<file path="src/rtl/sd_tag_demux_if.sv">
// Bundles the upstream beat stream and per-destination streams of the tag demux.
// master drives beats and destination ready; slave is the demux itself.
interface sd_tag_demux_if #(
  parameter int unsigned width     = 8,
  parameter int unsigned outputs   = 4,
  parameter int unsigned errcnt_sz = 8
);
  logic                       c_srdy;
  logic                       c_drdy;
  logic [width-1:0]           c_data;
  logic [outputs-1:0]         p_srdy;
  logic [outputs-1:0]         p_drdy;
  logic [outputs*width-1:0]   p_data;
  logic [errcnt_sz-1:0]       drop_cnt;

  modport master (
    output c_srdy, c_data, p_drdy,
    input  c_drdy, p_srdy, p_data, drop_cnt
  );

  modport slave (
    input  c_srdy, c_data, p_drdy,
    output c_drdy, p_srdy, p_data, drop_cnt
  );
endinterface

</file>
<file path="src/rtl/sd_tag_demux.sv">
// Routes each upstream beat to a destination chosen by a tag field in the data word.
// Every destination owns a 2-entry buffer so one stalled port never blocks the others.
module sd_tag_demux #(
  parameter int unsigned width     = 8,
  parameter int unsigned outputs   = 4,
  parameter int unsigned tag_lsb   = 6,
  parameter int unsigned tag_sz    = 2,
  parameter int unsigned errcnt_sz = 8
) (
  input  logic          clk,
  input  logic          reset,
  sd_tag_demux_if.slave bus
);

  logic [tag_sz-1:0]    w_tag;
  logic                 w_tag_ok;
  logic                 w_full;
  logic                 w_xfer;
  logic                 w_drop;
  logic [outputs-1:0]   w_push;
  logic [outputs-1:0]   w_pop;

  logic [width-1:0]     r_head [outputs];
  logic [width-1:0]     r_tail [outputs];
  logic [1:0]           r_cnt  [outputs];
  logic [errcnt_sz-1:0] r_drop;

  assign w_tag    = bus.c_data[tag_lsb +: tag_sz];
  assign w_tag_ok = (32'(w_tag) < outputs);

  // Ready looks only at registered occupancy, never at p_drdy.
  always_comb begin
    w_full = 1'b0;
    for (int unsigned i = 0; i < outputs; i++) begin
      if ((32'(w_tag) == i) && (r_cnt[i] == 2'd2)) w_full = 1'b1;
    end
  end

  assign bus.c_drdy = ~w_tag_ok | ~w_full;
  assign w_xfer     = bus.c_srdy & bus.c_drdy & w_tag_ok;
  assign w_drop     = bus.c_srdy & ~w_tag_ok;

  always_comb begin
    w_push = '0;
    w_pop  = '0;
    for (int unsigned i = 0; i < outputs; i++) begin
      w_push[i] = w_xfer && (32'(w_tag) == i);
      w_pop[i]  = (r_cnt[i] != 2'd0) && bus.p_drdy[i];
    end
  end

  always_ff @(posedge clk or negedge reset) begin
    if (!reset) begin
      for (int unsigned i = 0; i < outputs; i++) begin
        r_cnt[i]  <= 2'd0;
        r_head[i] <= '0;
        r_tail[i] <= '0;
      end
    end else begin
      for (int unsigned i = 0; i < outputs; i++) begin
        case (r_cnt[i])
          2'd0: begin
            if (w_push[i]) begin
              r_head[i] <= bus.c_data;
              r_cnt[i]  <= 2'd1;
            end
          end
          2'd1: begin
            if (w_push[i] && w_pop[i]) begin
              r_head[i] <= bus.c_data;
            end else if (w_push[i]) begin
              r_tail[i] <= bus.c_data;
              r_cnt[i]  <= 2'd2;
            end else if (w_pop[i]) begin
              r_cnt[i]  <= 2'd0;
            end
          end
          2'd2: begin
            if (w_pop[i]) begin
              r_head[i] <= r_tail[i];
              r_cnt[i]  <= 2'd1;
            end
          end
          default: r_cnt[i] <= 2'd0;
        endcase
      end
    end
  end

  always_ff @(posedge clk or negedge reset) begin
    if (!reset) begin
      r_drop <= '0;
    end else if (w_drop && (r_drop != '1)) begin
      r_drop <= r_drop + errcnt_sz'(1);
    end
  end

  always_comb begin
    bus.p_srdy = '0;
    bus.p_data = '0;
    for (int unsigned i = 0; i < outputs; i++) begin
      bus.p_srdy[i]                = (r_cnt[i] != 2'd0);
      bus.p_data[i*width +: width] = r_head[i];
    end
  end

  assign bus.drop_cnt = r_drop;

endmodule

</file>
<file path="src/flat_wrapper.sv">
// flat-port wrapper written by rule: the top's interface ports become plain ports
module sd_tag_demux_flat 
#(
  parameter int unsigned width     = 8,
  parameter int unsigned outputs   = 4,
  parameter int unsigned tag_lsb   = 6,
  parameter int unsigned tag_sz    = 2,
  parameter int unsigned errcnt_sz = 8
)
  (clk, reset, bus_c_srdy, bus_c_data, bus_p_drdy, bus_c_drdy, bus_p_srdy, bus_p_data, bus_drop_cnt);
  sd_tag_demux_if #(.width(width), .outputs(outputs), .errcnt_sz(errcnt_sz)) bus_i ();
  input  logic clk;
  input  logic reset;
  input wire logic [$bits(bus_i.c_srdy)-1:0] bus_c_srdy;
  input wire logic [$bits(bus_i.c_data)-1:0] bus_c_data;
  input wire logic [$bits(bus_i.p_drdy)-1:0] bus_p_drdy;
  output wire logic [$bits(bus_i.c_drdy)-1:0] bus_c_drdy;
  output wire logic [$bits(bus_i.p_srdy)-1:0] bus_p_srdy;
  output wire logic [$bits(bus_i.p_data)-1:0] bus_p_data;
  output wire logic [$bits(bus_i.drop_cnt)-1:0] bus_drop_cnt;
  assign bus_i.c_srdy = bus_c_srdy;
  assign bus_i.c_data = bus_c_data;
  assign bus_i.p_drdy = bus_p_drdy;
  assign bus_c_drdy = bus_i.c_drdy;
  assign bus_p_srdy = bus_i.p_srdy;
  assign bus_p_data = bus_i.p_data;
  assign bus_drop_cnt = bus_i.drop_cnt;
  sd_tag_demux #(.width(width), .outputs(outputs), .tag_lsb(tag_lsb), .tag_sz(tag_sz), .errcnt_sz(errcnt_sz)) u_core (.clk(clk), .reset(reset), .bus(bus_i));
endmodule
</file>
<file path="config.mk">
export PLATFORM = sky130hd
export DESIGN_NAME = sd_tag_demux_flat
export DESIGN_NICKNAME = d
export VERILOG_FILES = /design/src/rtl/sd_tag_demux_if.sv /design/src/rtl/sd_tag_demux.sv /design/src/flat_wrapper.sv
export SDC_FILE = /design/constraint.sdc
export NUM_CORES = 1
export LEC_CHECK = 0
export CELL_PAD_IN_SITES_DETAIL_PLACEMENT = 1
export CELL_PAD_IN_SITES_GLOBAL_PLACEMENT = 1
export CORE_UTILIZATION = 42
export DETAILED_ROUTE_END_ITERATION = 7
export PLACE_DENSITY_LB_ADDON = 0.3
export SLEW_MARGIN = 20
export SYNTH_ARGS = -nofsm -noshare
export SYNTH_HDL_FRONTEND = slang
export SYNTH_SLANG_ARGS = --single-unit
</file>
<file path="constraint.sdc">
create_clock -name clk -period 1.8 [get_ports clk]
set_input_delay 0.27 -clock clk [delete_from_list [all_inputs] [get_ports clk]]
set_output_delay 0.27 -clock clk [all_outputs]
set_load 0.1 [all_outputs]
</file>
==> impl_table.tex <==
\begin{tabular}{lr}
\hline
Metric & Value \\
\hline
\multicolumn{2}{l}{\textbf{Clock tree}} \\
\quad Clock root cell & sky130\_fd\_sc\_hd\_\_clkbuf\_8 \\
\quad Clock Sinks & 72 \\
\quad Total clock buffers created by CTS & 9 \\
\quad TritonCTS clock tree & built \\
\quad \# H-tree levels & 3 \\
\quad Longest Clk Path Bufs & 2 \\
\quad Clock input transition at the sequential cells of the worst setup and hold paths & 0.08 ns \\
\quad Later-pin clock latency in the skew report & approximately 0.34 ns \\
\multicolumn{2}{l}{\textbf{Detailed routing}} \\
\quad DRC violation count after routing & 0 \\
\quad Post-route ant nets & 0 \\
\quad Average wire per standard cell & around 19 microns \\
\quad Vias & $\sim$2300 \\
\quad Number of optimization iterations in the first detailed-route pass & 4 \\
\quad Via density per instance & 5.30 \\
\quad Total length of routed wires & a little over 8 mm \\
\quad Initial DRC Count & 72 \\
\multicolumn{2}{l}{\textbf{Setup path}} \\
\quad Setup Crit Path Kind & register to output pin \\
\quad Required @ worst endpoint & 1.53 ns \\
\quad Critical path startpoint category & register \\
\quad Top fanout value on the critical path & 2 \\
\quad Worst path arrival time & 1.57 ns \\
\quad Critical Path Sink Type & output pin \\
\multicolumn{2}{l}{\textbf{Outcome}} \\
\quad Failing checks & setup timing \\
\quad Status & finished with violations \\
\multicolumn{2}{l}{\textbf{Yosys}} \\
\quad Number of cells produced by synthesis & 237 \\
\quad Synth warnings & 0 \\
\quad Fraction of synthesized cell area in xor and xnor cells & 0.0108 \\
\quad Number of enable-type register cells in the synthesized netlist & 0 \\
\quad Area of the mapped netlist & 3250 sq um \\
\quad Share of synthesized cell area in full adder, half adder and majority cells & 0 \\
\quad Netlist cell types & 29 \\
\quad Average footprint of a synthesized cell & roughly 14 sq um \\
\quad Most area-consuming cells after synthesis & sky130\_fd\_sc\_hd\_\_dfrtp\_1 55\%, sky130\_fd\_sc\_hd\_\_mux2\_2 14\%, sky130\_fd\_sc\_hd\_\_o221a\_2 6.2\% \\
\quad Mux contribution to synthesized area & 0.159 \\
\quad Synth Area in Simple Gates & 0.139 \\
\quad Dominant cell type by area after synthesis & sky130\_fd\_sc\_hd\_\_dfrtp\_1 \\
\quad FFs w/ async S/R, synth & 1.00 \\
\quad Combinational family with the most area after synthesis & multiplexers \\
\quad Number of synthesized register bits & 72 \\
\quad Primary FF master, synth & sky130\_fd\_sc\_hd\_\_dfrtp\_1 \\
\quad Sequential element share of the synthesized area & 0.554 \\
\quad Compound-gate portion of the synthesized area & 0.107 \\
\quad Proportion of netlist area held by the largest area contributor & 0.554 \\
\multicolumn{2}{l}{\textbf{Timing}} \\
\quad Worst Hold Margin & 0.463 ns \\
\quad Number of hold-slack violations in the final timing report & 0 \\
\quad Min setup slack post-route & -0.0412 ns \\
\quad Peak Freq & 543 MHz \\
\quad Tmin final & $\sim$1.8 ns \\
\quad Count of endpoints failing setup in the final report & 1 \\
\quad RSZ-0062 raised after global routing & yes \\
\quad Layout Skew & 0.0100 ns \\
\quad Number of pins exceeding their max-slew limit in the final report & 0 \\
\quad Part of the cycle the worst path needs & 1.02 \\
\multicolumn{2}{l}{\textbf{Placed design}} \\
\quad Estimated wirelength of the detail-placed design & 5.63 mm \\
\quad Quantity of I/O buffers inserted on ports & 51 \\
\quad Final weighted congestion in routability-driven placement & around 0.79 \\
\multicolumn{2}{l}{\textbf{GRT}} \\
\quad Global Route Usage Sum & 0.223 \\
\quad Number of global-route vias before repair & 2552 \\
\quad Met2 track utilization from global routing & 0.380 \\
\quad Met3 routing resource usage after global routing & 0.0347 \\
\quad Largest net degree at the start of global routing & 73 \\
\quad Grt ovf & 0 \\
\quad Wire length of the first global-routing pass & about 14 mm \\
\quad Number of antenna violations at the first check in global routing & 0 \\
\quad Most congested layer reported by global routing & met2 \\
\quad Global Route met1 Usage & 0.291 \\
\multicolumn{2}{l}{\textbf{Power}} \\
\quad Max IR drop VDD & 0.00108 V \\
\quad PwrDens & 1370 nW/um\^{}2 \\
\quad Post-layout power & 6.31 mW \\
\quad Leakage & 2.06 nW \\
\multicolumn{2}{l}{\textbf{Layout}} \\
\quad Fraction of final layout cells with drive strength greater than 1 & 0.573 \\
\quad Layout overhead on the synthesized area & 42.0\% \\
\quad Final Net Count & 345 \\
\quad Fill cell instance count of the final layout & 741 \\
\quad Number of antenna diodes & 0 \\
\multicolumn{2}{l}{\textbf{Floorplan}} \\
\quad Initial core utilization & 0.441 \\
\quad Number of ports placed on the die boundary & 60 \\
\quad Floorplan die width & about 90 microns \\
\quad Cell Rows & 31 \\
\quad Area of the die & 8100 sq um \\
\quad Overall die height & 90.0 microns \\
\quad Floorplan Core Area & 7370 sq um \\
\multicolumn{2}{l}{\textbf{Job}} \\
\quad Number of max-capacitance violations reported & 0 \\
\multicolumn{2}{l}{\textbf{Min path}} \\
\quad Worst hold path type & primary input to asynchronous set/reset pin \\
\hline
\end{tabular}
==> registers in the layout, indices dropped and copies added, names as in the netlist <==
register	cells
u_core.bus.p_data	32
u_core.r_tail	32
u_core.r_cnt	8
==> final timing paths <==
check / startpoint / endpoint / slack (ns) / cells past startpoint
setup / recovery: u_core.r_cnt[0] / bus_c_drdy / -0.04 / 3
hold / removal: reset / u_core.bus.p_data[14] / 0.46 / 3
setup reg to reg: u_core.r_cnt[0] / u_core.bus.p_data[29] / 0.04 / 6
hold reg to reg: u_core.r_tail[22] / u_core.r_tail[22] / 0.48 / 1
max in group asynchronous: reset / u_core.r_cnt[1] / 0.99 / 3
min in group clk: u_core.r_tail[22] / u_core.r_tail[22] / 0.48 / 1
==> per-layer routing <==
metal / wire, microns / vias to the layer above
met1: 3560 / 1210
met4: 95 / 0
met3: 352 / 10
li1: - / 1025
met5: 0 / -
met2: 4210 / 56
==> cell usage after synthesis (2+ instances only) <==
| library cell | number |
|---|---|
| sky130_fd_sc_hd__and2_1 | 5 |
| sky130_fd_sc_hd__nor2_1 | 4 |
| sky130_fd_sc_hd__nor2b_1 | 4 |
| sky130_fd_sc_hd__o31ai_4 | 3 |
| sky130_fd_sc_hd__buf_4 | 10 |
| sky130_fd_sc_hd__mux2_2 | 40 |
| sky130_fd_sc_hd__o21ai_0 | 7 |
| sky130_fd_sc_hd__xnor2_1 | 4 |
| sky130_fd_sc_hd__o221a_2 | 18 |
| sky130_fd_sc_hd__nand3b_1 | 6 |
| sky130_fd_sc_hd__and4bb_2 | 2 |
| sky130_fd_sc_hd__clkbuf_1 | 2 |
| sky130_fd_sc_hd__nand2_2 | 3 |
| sky130_fd_sc_hd__or2_2 | 24 |
| sky130_fd_sc_hd__mux2i_1 | 4 |
| sky130_fd_sc_hd__nand2_1 | 3 |
| sky130_fd_sc_hd__a21oi_1 | 6 |
| sky130_fd_sc_hd__nand2b_1 | 10 |
| sky130_fd_sc_hd__dfrtp_1 | 72 |
==> critical path: stages, from the launching register on <==
cell,delay [ns]
sky130_fd_sc_hd__dfrtp_1,0.40
sky130_fd_sc_hd__nand2b_4,0.15
sky130_fd_sc_hd__mux4_2,0.50
sky130_fd_sc_hd__buf_12,0.19
==> where the power goes <==
part           internal (mW)  switching [mW]
Sequential              1.97           0.266
Clock                  0.817           0.612
Combinational          0.915            1.73
==> metrics by stage <==
step           cells  setup WS, ns  instance area (sq um)  utilization  TNS, ns
5_1_grt          434       -0.0848                   4610        0.626   -0.119
4_1_cts          432       -0.0570                   4600        0.624  -0.0570
2_1_floorplan    244        0.0576                   3280            -        0
6_report         434       -0.0412                   4610        0.626  -0.0412
3_5_place_dp     410        -0.136                   4300        0.584    -4.69
3_3_place_gp     410       -0.0930                   4300        0.584    -3.36
==> logic make-up after synthesis <==
family | count (synthesis)
DFF | 72
and+or+nand+nor | 66
muxes | 45
AOI/OAI and AO/OA | 36
buffers and inverters | 13
xor gates and xnor gates | 4
other | 1
==> repair_timing <==
item,in CTS,in global routing
gates cloned,0,0
endpoints found under the hold margin,72,0
hold buffers,1,0
setup endpoints to repair,1,1
setup buffers,5,2
gates resized for setup,8,0
==> layout by cell type, fill, tap and decap left out, drive strengths merged <==
cell           instances
a21bo                  1
a21oi                  6
and2                   5
and2b                  1
and4bb                 2
buf                   74
bufinv                 2
clkbuf                11
clkdlybuf4s50         13
clkinv                 1
clkinvlp               2
conb                   8
dfrtp                 72
dlygate4sd3            1
mux2                  40
mux2i                  4
mux4                   1
nand2                  6
nand2b                10
nand3                  1
nand3b                 6
nor2                   4
nor2b                  4
nor3                   1
nor3b                  1
nor4b                  1
o21ai                  7
o21bai                 1
o221a                 18
o31ai                  3
or2                   24
xnor2                  4
==> layout make-up <==
type                            count  area [sq um]  area share
Sequential cell                    72          1810       0.391
Timing Repair Buffer               88          1060       0.229
Clock inverter                      5          80.1      0.0174
Tap cell                           99           124      0.0268
Clock buffer                       11           141      0.0306
Multi-Input combinational cell    159          1410       0.305
Power figures use the tool's default switching activity.
